**config.mk**
```make
export PLATFORM = sky130hd
export DESIGN_NAME = pc_unit
export DESIGN_NICKNAME = d
export VERILOG_FILES = /design/src/rtl/pc_unit.sv
export SDC_FILE = /design/constraint.sdc
export NUM_CORES = 1
export LEC_CHECK = 0
export BUFFER_PORTS_ARGS = -buffer_cell sky130_fd_sc_hd__buf_2
export CELL_PAD_IN_SITES_DETAIL_PLACEMENT = 0
export CELL_PAD_IN_SITES_GLOBAL_PLACEMENT = 1
export CORE_MARGIN = 2
export CORE_UTILIZATION = 45
export CTS_CLUSTER_SIZE = 30
export DETAILED_ROUTE_END_ITERATION = 6
export MAX_ROUTING_LAYER = met4
export PLACE_DENSITY_LB_ADDON = 0.1
export REMOVE_ABC_BUFFERS = 1
export SLEW_MARGIN = 20
export SYNTH_ARGS = -nofsm -noshare
export SYNTH_HDL_FRONTEND = slang
export SYNTH_SLANG_ARGS = --single-unit
```
**constraint.sdc**
```tcl
create_clock -name clk -period 6 [get_ports clk]
set_clock_uncertainty 0.05 [all_clocks]
set_input_delay 0.6 -clock clk [delete_from_list [all_inputs] [get_ports clk]]
set_output_delay 0.6 -clock clk [all_outputs]
set_load 0.02 [all_outputs]
```
**src/rtl/pc_unit.sv**
```systemverilog
`default_nettype none
// ============================================================================
// Module   : pc_unit
// Brief    : Program counter with branch/jump/jal/ret modes, return-address
//            stack, exception entry/return and misaligned-target trapping.
// Revision : 1.0 - initial release
// ============================================================================
module pc_unit #(
    parameter int          XLEN         = 32,
    parameter logic [31:0] RESET_VECTOR = 32'h0000_3000,
    parameter logic [31:0] EXC_VECTOR   = 32'h0000_4180,
    parameter int          RAS_DEPTH    = 4
) (
    input  logic                         clk,
    input  logic                         rst,
    input  logic                         pc_wr,
    input  logic [2:0]                   npc_sel,
    input  logic [1:0]                   cond_mode,
    input  logic                         zero,
    input  logic [25:0]                  imm,
    input  logic [XLEN-1:0]              rs_val,
    input  logic                         exc_req,
    input  logic                         eret,
    output logic [XLEN-1:0]              pc,
    output logic [XLEN-1:0]              pc_next,
    output logic [XLEN-1:0]              epc,
    output logic                         in_exc,
    output logic [$clog2(RAS_DEPTH):0]   ras_count,
    output logic                         addr_err
);

    localparam int              c_ptr_w   = $clog2(RAS_DEPTH);
    localparam logic [XLEN-1:0] c_rst_vec = XLEN'(RESET_VECTOR);
    localparam logic [XLEN-1:0] c_exc_vec = XLEN'(EXC_VECTOR);

    localparam logic [2:0] c_sel_cond = 3'b001;
    localparam logic [2:0] c_sel_j    = 3'b010;
    localparam logic [2:0] c_sel_jr   = 3'b011;
    localparam logic [2:0] c_sel_jal  = 3'b100;
    localparam logic [2:0] c_sel_ret  = 3'b101;

    logic [XLEN-1:0]    r_pc;
    logic [XLEN-1:0]    r_epc;
    logic               r_in_exc;
    logic               r_addr_err;
    logic [c_ptr_w-1:0] r_ptr;
    logic [c_ptr_w:0]   r_count;
    logic [XLEN-1:0]    r_ras [RAS_DEPTH];

    logic [XLEN-1:0]    w_p4;
    logic [XLEN-1:0]    w_btgt;
    logic [XLEN-1:0]    w_jtgt;
    logic [XLEN-1:0]    w_ras_top;
    logic [XLEN-1:0]    w_ind_tgt;
    logic [XLEN-1:0]    w_pc_next;
    logic               w_taken;
    logic               w_push;
    logic               w_pop;
    logic               w_trap;
    logic               w_exc;
    logic               w_eret;

    assign w_p4      = r_pc + XLEN'(4);
    assign w_btgt    = w_p4 + {{(XLEN-18){imm[15]}}, imm[15:0], 2'b00};
    assign w_jtgt    = {w_p4[XLEN-1:28], imm, 2'b00};
    // Top of stack sits just below the write pointer; power-of-two depth wraps for free.
    assign w_ras_top = r_ras[r_ptr - c_ptr_w'(1)];
    assign w_taken   = ((cond_mode == 2'b00) &  zero) |
                       ((cond_mode == 2'b01) & ~zero) |
                        (cond_mode == 2'b10);

    always_comb begin
        w_pc_next = w_p4;
        w_ind_tgt = rs_val;
        w_push    = 1'b0;
        w_pop     = 1'b0;
        w_trap    = 1'b0;
        w_exc     = 1'b0;
        w_eret    = 1'b0;
        if (exc_req) begin
            w_pc_next = c_exc_vec;
            w_exc     = 1'b1;
        end else if (eret && r_in_exc) begin
            w_pc_next = r_epc;
            w_eret    = 1'b1;
        end else if (!eret) begin
            case (npc_sel)
                c_sel_cond: if (w_taken) w_pc_next = w_btgt;
                c_sel_j:    w_pc_next = w_jtgt;
                c_sel_jr: begin
                    w_pc_next = w_ind_tgt;
                    w_trap    = |w_ind_tgt[1:0];
                end
                c_sel_jal: begin
                    w_pc_next = w_jtgt;
                    w_push    = 1'b1;
                end
                c_sel_ret: begin
                    if (r_count != '0) begin
                        w_pop     = 1'b1;
                        w_ind_tgt = w_ras_top;
                    end
                    w_pc_next = w_ind_tgt;
                    w_trap    = |w_ind_tgt[1:0];
                end
                default: ;
            endcase
            // A misaligned indirect target becomes an exception entry.
            if (w_trap) begin
                w_pc_next = c_exc_vec;
                w_exc     = 1'b1;
            end
        end
    end

    always_ff @(posedge clk) begin
        if (rst) begin
            r_pc       <= c_rst_vec;
            r_epc      <= c_rst_vec;
            r_in_exc   <= 1'b0;
            r_addr_err <= 1'b0;
            r_ptr      <= '0;
            r_count    <= '0;
        end else begin
            r_addr_err <= 1'b0;
            if (pc_wr) begin
                r_pc       <= w_pc_next;
                r_addr_err <= w_trap;
                if (w_exc && !r_in_exc) begin
                    r_epc    <= r_pc;
                    r_in_exc <= 1'b1;
                end
                if (w_eret) r_in_exc <= 1'b0;
                if (w_push) begin
                    r_ptr <= r_ptr + c_ptr_w'(1);
                    if (r_count != (c_ptr_w+1)'(RAS_DEPTH)) r_count <= r_count + 1'b1;
                end
                if (w_pop) begin
                    r_ptr   <= r_ptr - c_ptr_w'(1);
                    r_count <= r_count - 1'b1;
                end
            end
        end
    end

    // Stack contents need no reset: the count gates every read.
    always_ff @(posedge clk) begin
        if (!rst && pc_wr && w_push) r_ras[r_ptr] <= w_p4;
    end

    assign pc        = r_pc;
    assign pc_next   = w_pc_next;
    assign epc       = r_epc;
    assign in_exc    = r_in_exc;
    assign ras_count = r_count;
    assign addr_err  = r_addr_err;

endmodule
`default_nettype wire

```
Yosys cells after proc, flatten, opt, wreduce, memory -nomap -nowiden --
Memories as Yosys holds them, arrays and structs flattened. Cells that the tools add are included.
Word-level totals: output and inout port bits 101, memories kept 1, bits in registers 71, RAM bits 128, input port bits 69, logic and storage cells 85
Memories:
- r_ras | depth 4, width 32, read ports 1, clocked after Yosys merged registers in 0, write ports 1, RTL line 48 | logic [XLEN-1:0] r_ras [RAS_DEPTH];
Operators by class: muxes and demuxes 39, bitwise gates (word level) 6, reduce and logical (&&, ||, !) cells 19, eq/ne operators 8, add/sub/neg operators 6
Operators by type and width (count):
- 32-bit two-way mux | 10
- 32-bit case mux with 4 select lines | 1
- 32-bit by 3-bit adder with 32-bit output (second input constant) | 1
- 32-bit adder | 1
- 1-bit two-way mux | 22
- 3-bit two-way mux | 3
- 3-bit by 2-bit equality test with 1-bit output (second input constant) | 2
- 3-bit equality test (second input constant) | 2
- 2-bit AND reduction | 3
- 2-bit nonzero test | 3
- 2-bit OR reduction | 3
- 5-bit OR reduction | 1
- 1-bit logical AND | 4
- 2-bit two-way mux | 2
- 3-bit by 1-bit adder with 3-bit output (second input constant) | 1
- 3-bit by 1-bit equality test with 1-bit output (second input constant) | 1
- 3-bit != test (second input constant) | 1
- 3-bit AND reduction | 1
- 3-bit nonzero test | 1
- 3-bit by 1-bit subtractor with 3-bit output (second input constant) | 1
- 2-bit by 1-bit adder with 2-bit output (second input constant) | 1
- 1-bit bitwise AND | 2
- 2-bit by 1-bit equality test with 1-bit output (second input constant) | 1
- 2-bit equality test (second input constant) | 1
- other kinds (6) | 9

Depth between registers and ports, before layout --
Gate-level depths: netlist (run 1). An unclocked memory read counts as a cell.
word-level depth 19, depth in mapped cells 16, gate-level depth less buffers 15

Worst setup path after synthesis (run 1) --
No wires, ideal clock.
path type reg2out, from reg r_pc[4], in the netlist pc[4], to out pc_next[31], setup slack 1.335 ns, data arrival time 4.015 ns, stages on the path, launching flop included 16, data required time 5.350 ns, path buffers 1, cell sequence dfxtp_1 -> and4_4 -> nand4_4 -> or2_1 -> buf_6 -> nor3_2 -> xor2_1 -> ha_1 -> nand2_1 -> o21ai_0 -> nor2_1 -> a2111oi_0 -> o311ai_0 -> nor3_1 -> mux2_2 -> o31ai_4
Between the ends: word-level cells in the longest chain between the ends 8
Ends and longest elaborated chain:
- start: declaration | RTL line 42 | logic [XLEN-1:0] r_pc;
- start signal: assignment | RTL line 118 | r_pc <= c_rst_vec;
- start signal: assignment | RTL line 127 | r_pc <= w_pc_next;
- 32-bit by 3-bit adder with 32-bit output | RTL line 63 | assign w_p4 = r_pc + XLEN'(4);
- via w_p4[25] | RTL line 50 | logic [XLEN-1:0] w_p4;
- 32-bit adder | RTL line 64 | assign w_btgt = w_p4 + {{(XLEN-18){imm[15]}}, imm[15:0], 2'b00};
- 32-bit two-way mux | RTL line 88 | c_sel_cond: if (w_taken) w_pc_next = w_btgt;
- 32-bit case mux with 4 select lines | RTL line 87 | case (npc_sel)
- 32-bit two-way mux | RTL line 109 | if (w_trap) begin
- 32-bit two-way mux | RTL line 86 | end else if (!eret) begin
- 32-bit two-way mux | RTL line 83 | end else if (eret && r_in_exc) begin
- 32-bit two-way mux | RTL line 80 | if (exc_req) begin
- end: declaration | RTL line 25 | output logic [XLEN-1:0] pc_next,
The timed path passes the listed nets, and every way through them passes these cells.

Final worst setup path (run 1) --
Ends and elaborated chain as after synthesis.

==> metrics.txt, run 1 <==
# TYPE chip_impl_metric gauge
chip_impl_info{name="status",value="complete, no violations"} 1
chip_impl_metric{name="first_global_vias",unit=""} 9905
chip_impl_metric{name="grt_start_max_net_pins",unit=""} 60
chip_impl_metric{name="ant_nets",unit=""} 0
chip_impl_info{name="path_class",value="register to output port"} 1
chip_impl_metric{name="total_neg_setup_slack",unit="ns"} 0
chip_impl_metric{name="grt_antenna_before_repair",unit=""} 0
chip_impl_metric{name="num-fill-cells",unit=""} 2463
chip_impl_metric{name="post_synth_instance_area",unit="mm2"} 0.0120
chip_impl_metric{name="floorplan.io_pins",unit=""} 170
chip_impl_metric{name="post_drt_via_cell_ratio",unit=""} 6.16
chip_impl_metric{name="tightest_slew",unit="ns"} 0.888
chip_impl_metric{name="setup_violation_total_in_the_final_timing_report",unit=""} 0
chip_impl_metric{name="crit_required",unit="ns"} 5.35
chip_impl_metric{name="fmax",unit="MHz"} 174
chip_impl_info{name="mostFrequentLayoutCells",value="169 x sky130_fd_sc_hd__buf_2, 165 x sky130_fd_sc_hd__nand2_1, 128 x sky130_fd_sc_hd__edfxtp_1"} 1
chip_impl_metric{name="nets",unit=""} 1503
chip_impl_metric{name="post_synth_inst_count",unit=""} 1228
chip_impl_metric{name="dieArea",unit="mm2"} 0.0279
chip_impl_metric{name="postCtsSetupRepairBufs",unit=""} 0
chip_impl_info{name="end_kind",value="output port"} 1
chip_impl_metric{name="post-layout-total-power",unit="W"} 0.00318
chip_impl_metric{name="ys_seq_area_share",unit="%"} 44.0
chip_impl_metric{name="synth_async_sr_flop_share",unit="%"} 0
chip_impl_metric{name="layout.area.seq",unit="mm2"} 0.00527
chip_impl_metric{name="die_width",unit="um"} 167
chip_impl_metric{name="area_added_between_synthesis_and_finish",unit="%"} 15.8
chip_impl_metric{name="cts-resized-gates",unit=""} 0
chip_impl_metric{name="final_layout_size_suffix_gt1_share",unit="%"} 22.4
chip_impl_metric{name="postRouteWirelength",unit="um"} 43300
chip_impl_metric{name="dr_total_vias",unit=""} 10706
chip_impl_metric{name="syn-mean-instance-area",unit="um2"} 9.74
chip_impl_metric{name="p_leak",unit="nW"} 5.30
chip_impl_metric{name="final.hold.worst_slack",unit="ns"} 0.426
chip_impl_metric{name="synth-warning-count",unit=""} 0
chip_impl_metric{name="tritoncts_buffer_count",unit=""} 17
chip_impl_metric{name="final_gp_congestion",unit=""} 0.964
chip_impl_metric{name="irDropWorstVdd",unit="V"} 0.000196
chip_impl_metric{name="drt_first_iter_violations",unit=""} 1280
chip_impl_metric{name="ctsLongestPathBuffers",unit=""} 2
chip_impl_info{name="synth_flop_cell",value="sky130_fd_sc_hd__edfxtp_1"} 1
chip_impl_metric{name="drt-pass1-iter-count",unit=""} 6
chip_impl_metric{name="final_hold_fails",unit=""} 0
chip_impl_info{name="critPathLaunch",value="pc[4]"} 1
chip_impl_info{name="rsz0062_at_grt",value="false"} 1
chip_impl_info{name="holdCritPathClass",value="register to register"} 1
chip_impl_info{name="tritoncts",value="built"} 1
chip_impl_metric{name="max_fo_critical_path",unit=""} 8
chip_impl_info{name="hold_start",value="epc[1]"} 1
chip_impl_info{name="startpoint_type",value="register"} 1
chip_impl_metric{name="htree_levels",unit=""} 4
chip_impl_metric{name="drt_drc_violations_left",unit=""} 0
chip_impl_metric{name="grt_first_pass_wirelength",unit="um"} 63500
chip_impl_metric{name="yosys.cell_types.count",unit=""} 87
chip_impl_metric{name="core_area",unit="mm2"} 0.0261
chip_impl_metric{name="initial_core_utilization",unit="%"} 45.9
chip_impl_metric{name="dp_hpwl",unit="um"} 31300
chip_impl_metric{name="crit_arrival",unit="ns"} 5.10
chip_impl_metric{name="period_share",unit="%"} 95.9
chip_impl_metric{name="die_h",unit="um"} 167
chip_impl_metric{name="maxSlewViolCount",unit=""} 0
chip_impl_metric{name="num_antenna_cells",unit=""} 0
chip_impl_metric{name="gr-usage-all-layers",unit="%"} 31.3
chip_impl_info{name="clock_tree.root_cell",value="sky130_fd_sc_hd__clkbuf_16"} 1
chip_impl_metric{name="yosys_register_bits",unit=""} 199
chip_impl_metric{name="routed_wl_per_cell",unit="um"} 24.9
chip_impl_metric{name="powerDensity",unit="mW/mm2"} 230
chip_impl_metric{name="timing.max_cap.violations",unit=""} 0
chip_impl_info{name="commonest_non_fill_non_tap_cell_in_the_layout",value="sky130_fd_sc_hd__buf_2"} 1
chip_impl_metric{name="io_buffer_count",unit=""} 169
chip_impl_metric{name="placementRows",unit=""} 59
chip_impl_info{name="worstReg2RegStart",value="pc[4]"} 1
chip_impl_metric{name="clk_pin_slew",unit="ns"} 0.08
chip_impl_metric{name="max_slew_headroom",unit="%"} 40.8
chip_impl_metric{name="grt-ovfl-total",unit=""} 0
chip_impl_metric{name="clock_latency_on_the_worst_skew_pair",unit="ns"} 0.45
chip_impl_metric{name="fin_crit",unit="ns"} 5.75
chip_impl_metric{name="multi_input_area",unit="mm2"} 0.00630
chip_impl_metric{name="count_of_flip_flops_with_a_built_in_enable_after_synthesis",unit=""} 128
chip_impl_metric{name="post_cts_hold_buffer_count",unit=""} 0
chip_impl_metric{name="clkSinkCount",unit=""} 199
[layer usage]
metal | GRT usage [%] | part of all wire [%]
met5 | - | 0
met4 | 6.33 | 1.6
met1 | 48.8 | 47
met2 | 44.4 | 43
met3 | 2.47 | 8.5
[power breakdown]
part / internal (W) / total [W] / switching [W]
Sequential: 0.00147 / 0.00149 / 0.0000216
Clock: 0.000552 / 0.00111 / 0.000560
Combinational: 0.000194 / 0.000583 / 0.000389
Total: 0.00221 / 0.00318 / 0.000971
[critical path, cell delays in order, from the launching register on]
cell	delay (ns)
sky130_fd_sc_hd__dfxtp_1	0.51
sky130_fd_sc_hd__and4_4	0.34
sky130_fd_sc_hd__nand4_4	0.18
sky130_fd_sc_hd__nor3_2	0.37
sky130_fd_sc_hd__nand3_1	0.19
sky130_fd_sc_hd__xnor2_2	0.46
sky130_fd_sc_hd__ha_1	0.30
sky130_fd_sc_hd__nand2_1	0.09
sky130_fd_sc_hd__o21ai_0	0.43
sky130_fd_sc_hd__nor2_1	0.13
sky130_fd_sc_hd__a2111oi_0	0.38
sky130_fd_sc_hd__o311ai_0	0.18
sky130_fd_sc_hd__nor3_1	0.19
sky130_fd_sc_hd__mux2_2	0.38
sky130_fd_sc_hd__o31ai_4	0.32
sky130_fd_sc_hd__buf_2	0.23
[cells by family after synthesis]
logic type | after synthesis | share of synthesized area (%)
AOI/OAI and AO/OA | 348 | 18.8
xor gates and xnor gates | 48 | 3.52
muxes | 62 | 8.49
and+or+nand+nor | 425 | 17.0
DFF | 199 | 44.0
adders and majority gates | 43 | 4.63
buffers and inverters | 103 | 3.53
[stage by stage]
stage	cell area, um2	cells	utilization [%]	worst slack [ns]
6_report	13800	1739	53.1	0.245
5_1_grt	13800	1739	53.1	0.0294
4_1_cts	13800	1739	53.1	0.185
3_5_place_dp	13300	1707	51.0	0.694
3_3_place_gp	13300	1707	51.0	0.829
2_1_floorplan	11700	1157	-	0.747
[worst paths after layout]
path	to	slack [ns]	depth (start not counted)
setup reg to reg	pc[31]	1.32	15
hold reg to reg	epc[1]	0.43	2
hold / removal	epc[1]	0.43	2
setup / recovery	pc_next[31]	0.25	15
[registers in the layout, indices dropped and copies added (netlist names)]
| register | cells |
|---|---|
| pc | 32 |
| r_ptr | 2 |
| in_exc | 1 |
| addr_err | 1 |
| epc | 32 |
| ras_count | 3 |
| r_ras | 128 |
[synth_stat cells (all sizes together) (4+ instances only)]
master  number  area [um2]
nand2      165         619
edfxtp     128        3840
nor2       117         442
a21oi      109         549
o21ai       79         395
dfxtp       71        1420
clkbuf      50         189
ha          41         513
mux4        31         698
inv         30         113
nor3        29         176
xnor2       27         236
mux2i       26         260
buf         21         113
xor2        21         184
a21o        19         143
nor2b       17         106
nand3       16        85.1
a211oi      15         113
o21a        14         105
nand2b      13        81.3
nand4       13         111
a221oi      12         105
a31oi       12        75.1
o211ai      12        90.1
a311oi       9        78.8
or2          9        56.3
and2         8        50.1
and3         7        43.8
nor3b        7        57.6
or3          7        43.8
a22o         6        52.6
o31ai        6        58.8
a22oi        5        37.5
mux2         5        56.3
nor4         5        46.3
o221ai       5        43.8
o22ai        5        31.3
o32ai        5        43.8
and4         4        37.5
o31a         4        35.0
[final cells by class]
| class | instances | share of cell area (%) |
|---|---|---|
| Multi-Input combinational cell | 926 | 45.5 |
| Sequential cell | 199 | 38.0 |
| Tap cell | 335 | 3.03 |
| Inverter | 32 | 0.868 |
| Clock buffer | 21 | 3.25 |
| Timing Repair Buffer | 215 | 8.60 |
| Clock inverter | 11 | 0.687 |
Power figures use the tool's default switching activity.
==> run 2, diff against run 1 <==
Settings changed: PLACE_DENSITY from default to 0.86, PLACE_DENSITY_LB_ADDON 0.1 to default.
==> run 2 against run 1 <==
Compared with the run above:
- global-route usage is 0.78 points lower
- flip-flop and latch count unchanged
- design area is 0.21% higher
- wire length is 3.6% lower
- core utilization increased by 0.11 points
- register-to-register slack improved by 0.06 ns
- first-iteration DRC count is 7.3% higher
- die area did not move
- total power rose by 0.34%
- via count grew 0.19%
- largest cell class unchanged
==> metrics.txt, run 2 (synthesis results as in run 1) <==
# TYPE chip_impl_metric gauge
chip_impl_info{name="status",value="complete, no violations"} 1
chip_impl_metric{name="placementRows",unit=""} 59
chip_impl_info{name="tritoncts",value="built"} 1
chip_impl_metric{name="io_buffer_count",unit=""} 169
chip_impl_metric{name="post_cts_hold_buffer_count",unit=""} 0
chip_impl_metric{name="num_antenna_cells",unit=""} 0
chip_impl_info{name="commonest_non_fill_non_tap_cell_in_the_layout",value="sky130_fd_sc_hd__buf_2"} 1
chip_impl_metric{name="postRouteWirelength",unit="um"} 41800
chip_impl_metric{name="dr_total_vias",unit=""} 10726
chip_impl_metric{name="die_h",unit="um"} 167
chip_impl_info{name="mostFrequentLayoutCells",value="169 x sky130_fd_sc_hd__buf_2, 165 x sky130_fd_sc_hd__nand2_1, 128 x sky130_fd_sc_hd__edfxtp_1"} 1
chip_impl_info{name="holdCritPathClass",value="register to register"} 1
chip_impl_metric{name="final_gp_congestion",unit=""} 1.03
chip_impl_metric{name="period_share",unit="%"} 93.8
chip_impl_metric{name="grt_first_pass_wirelength",unit="um"} 62600
chip_impl_metric{name="cts-resized-gates",unit=""} 0
chip_impl_metric{name="p_leak",unit="nW"} 5.33
chip_impl_metric{name="powerDensity",unit="mW/mm2"} 230
chip_impl_metric{name="routed_wl_per_cell",unit="um"} 24.0
chip_impl_metric{name="drt_first_iter_violations",unit=""} 1373
chip_impl_info{name="end_kind",value="output port"} 1
chip_impl_metric{name="max_slew_headroom",unit="%"} 32.0
chip_impl_info{name="max_flop_register",value="r_ras"} 1
chip_impl_metric{name="tightest_slew",unit="ns"} 1.01
chip_impl_metric{name="core_area",unit="mm2"} 0.0261
chip_impl_metric{name="gr-usage-all-layers",unit="%"} 30.5
chip_impl_metric{name="tritoncts_buffer_count",unit=""} 17
chip_impl_metric{name="grt-ovfl-total",unit=""} 0
chip_impl_metric{name="drt-pass1-iter-count",unit=""} 7
chip_impl_metric{name="timing.max_cap.violations",unit=""} 0
chip_impl_metric{name="floorplan.io_pins",unit=""} 170
chip_impl_info{name="startpoint_type",value="register"} 1
chip_impl_metric{name="nets",unit=""} 1502
chip_impl_metric{name="post-layout-total-power",unit="W"} 0.00319
chip_impl_metric{name="htree_levels",unit=""} 4
chip_impl_metric{name="first_global_vias",unit=""} 10088
chip_impl_info{name="rsz0062_at_grt",value="false"} 1
chip_impl_metric{name="fin_crit",unit="ns"} 5.63
chip_impl_metric{name="num-fill-cells",unit=""} 2343
chip_impl_metric{name="maxSlewViolCount",unit=""} 0
chip_impl_metric{name="total_neg_setup_slack",unit="ns"} 0
chip_impl_metric{name="clk_pin_slew",unit="ns"} 0.08
chip_impl_metric{name="dieArea",unit="mm2"} 0.0279
chip_impl_metric{name="max_fo_critical_path",unit=""} 8
chip_impl_info{name="clock_tree.root_cell",value="sky130_fd_sc_hd__clkbuf_16"} 1
chip_impl_metric{name="clock_latency_on_the_worst_skew_pair",unit="ns"} 0.45
chip_impl_metric{name="ant_nets",unit=""} 0
chip_impl_metric{name="final_layout_size_suffix_gt1_share",unit="%"} 22.5
chip_impl_metric{name="grt_start_max_net_pins",unit=""} 59
chip_impl_metric{name="irDropWorstVdd",unit="V"} 0.000177
chip_impl_metric{name="crit_arrival",unit="ns"} 4.98
chip_impl_metric{name="dp_hpwl",unit="um"} 31300
chip_impl_metric{name="area_added_between_synthesis_and_finish",unit="%"} 16.0
chip_impl_metric{name="ctsLongestPathBuffers",unit=""} 2
chip_impl_metric{name="die_width",unit="um"} 167
chip_impl_metric{name="setup_violation_total_in_the_final_timing_report",unit=""} 0
chip_impl_metric{name="crit_required",unit="ns"} 5.35
chip_impl_metric{name="largest_register_ffs",unit=""} 128
chip_impl_metric{name="initial_core_utilization",unit="%"} 45.9
chip_impl_metric{name="postCtsSetupRepairBufs",unit=""} 0
chip_impl_metric{name="final_hold_fails",unit=""} 0
chip_impl_metric{name="post_drt_via_cell_ratio",unit=""} 6.17
chip_impl_metric{name="drt_drc_violations_left",unit=""} 0
chip_impl_metric{name="grt_antenna_before_repair",unit=""} 0
chip_impl_metric{name="clkSinkCount",unit=""} 199
chip_impl_metric{name="fmax",unit="MHz"} 178
chip_impl_info{name="path_class",value="register to output port"} 1
## run 2: critical path, cell delays in order, from the launching register on
cell and delay, ns:
sky130_fd_sc_hd__dfxtp_1 0.48, sky130_fd_sc_hd__and4_1 0.35, sky130_fd_sc_hd__nand3_2 0.19, sky130_fd_sc_hd__or2_1 0.38, sky130_fd_sc_hd__nor2_1 0.23, sky130_fd_sc_hd__xor2_2 0.37
sky130_fd_sc_hd__ha_1 0.33, sky130_fd_sc_hd__nand2_1 0.12, sky130_fd_sc_hd__o21ai_0 0.19, sky130_fd_sc_hd__nor3_1 0.24, sky130_fd_sc_hd__o311ai_2 0.22, sky130_fd_sc_hd__a31oi_1 0.36
sky130_fd_sc_hd__nor3b_1 0.29, sky130_fd_sc_hd__nor4b_2 0.09, sky130_fd_sc_hd__o31ai_1 0.40, sky130_fd_sc_hd__nand2_1 0.11, sky130_fd_sc_hd__buf_2 0.17
## run 2: final cells by class
| cell class | instances | area (um2) | area share, % |
|---|---|---|---|
| multi-input combinational | 926 | 6310 | 45.5 |
| clock inverter | 12 | 108 | 0.776 |
| tap | 335 | 419 | 3.02 |
| sequential | 199 | 5270 | 38.0 |
| timing repair buffer | 214 | 1180 | 8.53 |
| clock buffer | 20 | 468 | 3.37 |
| inverter | 32 | 120 | 0.866 |
## run 2: final timing paths
check / from / endpoint / slack [ns] / depth (start not counted)
max: pc[10] / pc_next[27] / 0.37 / 16
min: epc[29] / epc[29] / 0.43 / 2
max reg2reg: pc[10] / pc[27] / 1.38 / 15
min reg2reg: epc[29] / epc[29] / 0.43 / 2
## run 2: power by group
group	internal, W	switching [W]	leakage, nW
Combinational	0.000194	0.000382	3.35
Clock	0.000582	0.000545	0.284
Sequential	0.00147	0.0000245	1.70
## run 2: per-layer routing
layer | GRT usage (%) | routed length, um | share of wire (%) | vias up
li1 | - | - | - | 4907
met1 | 44.1 | 18800 | 45 | 5169
met2 | 43.8 | 18200 | 44 | 557
met3 | 4.42 | 3420 | 8.2 | 93
met4 | 10.5 | 1340 | 3.2 | 0
met5 | - | 0 | 0 | -
## run 2: through the flow
stage          hold slack (ns)  cell area [um2]  utilization, %  setup slack (ns)  std cells
2_1_floorplan            0.443            11700               -             0.747       1157
3_3_place_gp             0.410            13300            50.9             0.931       1706
3_5_place_dp             0.413            13300            50.9             0.751       1706
4_1_cts                  0.425            13900            53.2             0.226       1738
5_1_grt                  0.445            13900            53.2            0.0524       1738
6_report                 0.428            13900            53.2             0.370       1738
==> run 3, diff against run 2 <==
Settings changed: CAP_MARGIN from default to 20, CELL_PAD_IN_SITES_DETAIL_PLACEMENT 0 to 1, CELL_PAD_IN_SITES_GLOBAL_PLACEMENT 1 to 2, CORE_UTILIZATION 45 to 37, CTS_CLUSTER_DIAMETER from default to 200.
==> run 3 against run 2 <==
Compared with the run above:
- non-clock buffer count down 2
- global-route usage shrank 0.33 points
- core utilization fell by 9.1 points
- count of clock-buffer cells in the layout decreased by 2
- sequential power barely moved
- design area grew 1.0%
- critical path depth shrank 1
- total power is 1.3% higher
- sequential share of layout area fell by 0.38 points
- register-to-register slack better by 0.02 ns
- first-iteration DRC count fell by 27%
- flip-flop and latch count unchanged
==> metrics.txt, run 3 (synthesis results as in run 1) <==
# TYPE chip_impl_metric gauge
chip_impl_metric{name="area_added_between_synthesis_and_finish",unit="%"} 17.2
chip_impl_metric{name="fin_cells",unit=""} 1804
chip_impl_metric{name="crit_required",unit="ns"} 5.35
chip_impl_info{name="commonest_non_fill_non_tap_cell_in_the_layout",value="sky130_fd_sc_hd__buf_2"} 1
chip_impl_metric{name="tritoncts_buffer_count",unit=""} 17
chip_impl_metric{name="die_width",unit="um"} 184
chip_impl_metric{name="final_layout_size_suffix_gt1_share",unit="%"} 22.9
chip_impl_metric{name="num-fill-cells",unit=""} 3641
chip_impl_info{name="path_class",value="register to output port"} 1
chip_impl_info{name="status",value="complete, no violations"} 1
chip_impl_info{name="critical_path.cell_chain",value="and4_4 -> nand4_4 -> nor2_1 -> xor2_1 -> ha_1 -> a21o_1 -> a21o_1 -> a22oi_1 -> o311ai_0 -> xor2_1 -> a221oi_1 -> a2111oi_1 -> a21o_1 -> nor2b_1 -> buf_2"} 1
chip_impl_metric{name="routed_wl_per_cell",unit="um"} 26.9
chip_impl_metric{name="crit_arrival",unit="ns"} 5.11
chip_impl_info{name="tritoncts",value="built"} 1
chip_impl_metric{name="max_stage_delay",unit="ns"} 0.62
chip_impl_info{name="path_common_cell",value="sky130_fd_sc_hd__a21o_1"} 1
chip_impl_metric{name="clk_pin_slew",unit="ns"} 0.08
chip_impl_metric{name="period_share",unit="%"} 96.1
chip_impl_metric{name="ant_nets",unit=""} 0
chip_impl_metric{name="initial_core_utilization",unit="%"} 37.7
chip_impl_metric{name="grt_first_pass_wirelength",unit="um"} 72000
chip_impl_metric{name="fin_util",unit="%"} 44.2
chip_impl_metric{name="p_leak",unit="nW"} 5.33
chip_impl_metric{name="max_slew_headroom",unit="%"} 14.8
chip_impl_metric{name="postRouteWirelength",unit="um"} 48500
chip_impl_metric{name="htree_levels",unit=""} 4
chip_impl_info{name="critPathLaunch",value="pc[4]"} 1
chip_impl_info{name="holdCritPathClass",value="input pin to register"} 1
chip_impl_metric{name="grt_start_max_net_pins",unit=""} 60
chip_impl_metric{name="ctsLongestPathBuffers",unit=""} 2
chip_impl_info{name="rsz0062_at_grt",value="false"} 1
chip_impl_metric{name="floorplan.io_pins",unit=""} 170
chip_impl_metric{name="powerDensity",unit="mW/mm2"} 231
chip_impl_metric{name="irDropWorstVdd",unit="V"} 0.000205
chip_impl_metric{name="grt-ovfl-total",unit=""} 0
chip_impl_metric{name="drt-pass1-iter-count",unit=""} 5
chip_impl_info{name="startpoint_type",value="register"} 1
chip_impl_metric{name="final_gp_congestion",unit=""} 0.937
chip_impl_metric{name="clock_latency_on_the_worst_skew_pair",unit="ns"} 0.47
chip_impl_metric{name="drt_drc_violations_left",unit=""} 0
chip_impl_info{name="clock_tree.root_cell",value="sky130_fd_sc_hd__clkbuf_16"} 1
chip_impl_metric{name="gr-usage-all-layers",unit="%"} 30.1
chip_impl_metric{name="dp_cells",unit=""} 1771
chip_impl_metric{name="drt_first_iter_violations",unit=""} 998
chip_impl_info{name="worstReg2RegStart",value="pc[4]"} 1
chip_impl_info{name="hold_start",value="pc_wr"} 1
chip_impl_metric{name="largest_register_ffs",unit=""} 128
chip_impl_info{name="max_flop_register",value="r_ras"} 1
chip_impl_metric{name="core_area",unit="mm2"} 0.0317
chip_impl_info{name="end_kind",value="output port"} 1
chip_impl_metric{name="post-layout-total-power",unit="W"} 0.00323
chip_impl_metric{name="post_drt_via_cell_ratio",unit=""} 6.10
chip_impl_metric{name="die_h",unit="um"} 184
chip_impl_metric{name="maxSlewViolCount",unit=""} 0
chip_impl_metric{name="total_neg_setup_slack",unit="ns"} 0
chip_impl_metric{name="max_fo_critical_path",unit=""} 8
chip_impl_metric{name="fin_crit",unit="ns"} 5.76
chip_impl_info{name="mostFrequentLayoutCells",value="169 x sky130_fd_sc_hd__buf_2, 165 x sky130_fd_sc_hd__nand2_1, 128 x sky130_fd_sc_hd__edfxtp_1"} 1
chip_impl_info{name="cpMaxStageDelayCell",value="sky130_fd_sc_hd__a2111oi_1"} 1
chip_impl_metric{name="timing.max_cap.violations",unit=""} 0
chip_impl_metric{name="final_hold_fails",unit=""} 0
chip_impl_metric{name="fmax",unit="MHz"} 174
chip_impl_metric{name="placementRows",unit=""} 65
chip_impl_metric{name="clkSinkCount",unit=""} 199
chip_impl_metric{name="grt_antenna_before_repair",unit=""} 3
chip_impl_metric{name="dieArea",unit="mm2"} 0.0338
chip_impl_metric{name="setup_violation_total_in_the_final_timing_report",unit=""} 0
chip_impl_metric{name="dp_hpwl",unit="um"} 34900
chip_impl_metric{name="io_buffer_count",unit=""} 169
chip_impl_metric{name="first_global_vias",unit=""} 11081
chip_impl_metric{name="nets",unit=""} 1500
chip_impl_metric{name="dr_total_vias",unit=""} 11002
chip_impl_metric{name="tightest_slew",unit="ns"} 1.28
[run 3: cell count changes in the layout (fill, tap and decap cells not counted), moves of 2 or more]
cell	before	now
sky130_fd_sc_hd__buf_12	0	3
sky130_fd_sc_hd__buf_4	45	40
sky130_fd_sc_hd__clkinvlp_4	1	3
sky130_fd_sc_hd__inv_4	2	0
sky130_fd_sc_hd__inv_8	2	4
sky130_fd_sc_hd__o21ai_0	75	73
sky130_fd_sc_hd__o21ai_2	0	2
[run 3: where the power goes]
| group | internal [W] | switching [W] |
|---|---|---|
| logic | 0.000193 | 0.000400 |
| registers | 0.00147 | 0.0000233 |
| clock network | 0.000561 | 0.000591 |
| total | 0.00222 | 0.00101 |
[run 3: metal layers]
| layer | wire length [um] | global-route usage [%] | vias up |
|---|---|---|---|
| met5 | 0 | - | - |
| met4 | 1510 | 10.6 | 0 |
| met3 | 3520 | 5.21 | 77 |
| met2 | 22500 | 47.6 | 484 |
| met1 | 21000 | 39.1 | 5551 |
| li1 | - | - | 4890 |
[run 3: worst max-delay path: cells and delay by family (launching register included)]
family                   cells  cell delay [ns]
flip-flops                   1             0.50
XOR/XNOR                     2             0.69
AND/OR/NAND/NOR              4             0.98
AO/OA/AOI/OAI                7             1.83
buffers and inverters        1             0.18
adder cells (fa/ha/maj)      1             0.44
[run 3: path summary, 6_finish.rpt]
check,cells after the start,slack (ns),to
setup / recovery,15,0.24,pc_next[15]
hold / removal,3,0.41,pc[28]
setup reg to reg,13,1.40,pc[30]
hold reg to reg,2,0.43,epc[23]
[run 3: final cells by class]
| type | count | area (um2) | area share (%) |
|---|---|---|---|
| diodes | 1 | 2.50 | 0.0179 |
| clock buffers | 18 | 439 | 3.13 |
| clock inverters | 14 | 129 | 0.920 |
| well taps | 402 | 503 | 3.59 |
| repair buffers | 212 | 1210 | 8.61 |
| inverters | 32 | 120 | 0.857 |
| flip-flops and latches | 199 | 5270 | 37.6 |
| multi-input cells | 926 | 6350 | 45.3 |
[run 3: per-stage QoR]
stage / hold slack [ns] / worst slack (ns) / instance area, um2
global route: 0.439 / 0.00152 / 14000
global placement: 0.404 / 0.593 / 13400
floorplan: 0.443 / 0.747 / 11700
detailed placement: 0.419 / 0.564 / 13400
finish: 0.409 / 0.237 / 14000
CTS: 0.398 / 0.00286 / 14000
[run 3: what timing repair did]
item,4_1_cts,5_1_grt
hold buffers,0,0
endpoints found under the setup margin,0,8
setup buffers,0,0
gates resized for setup,0,15
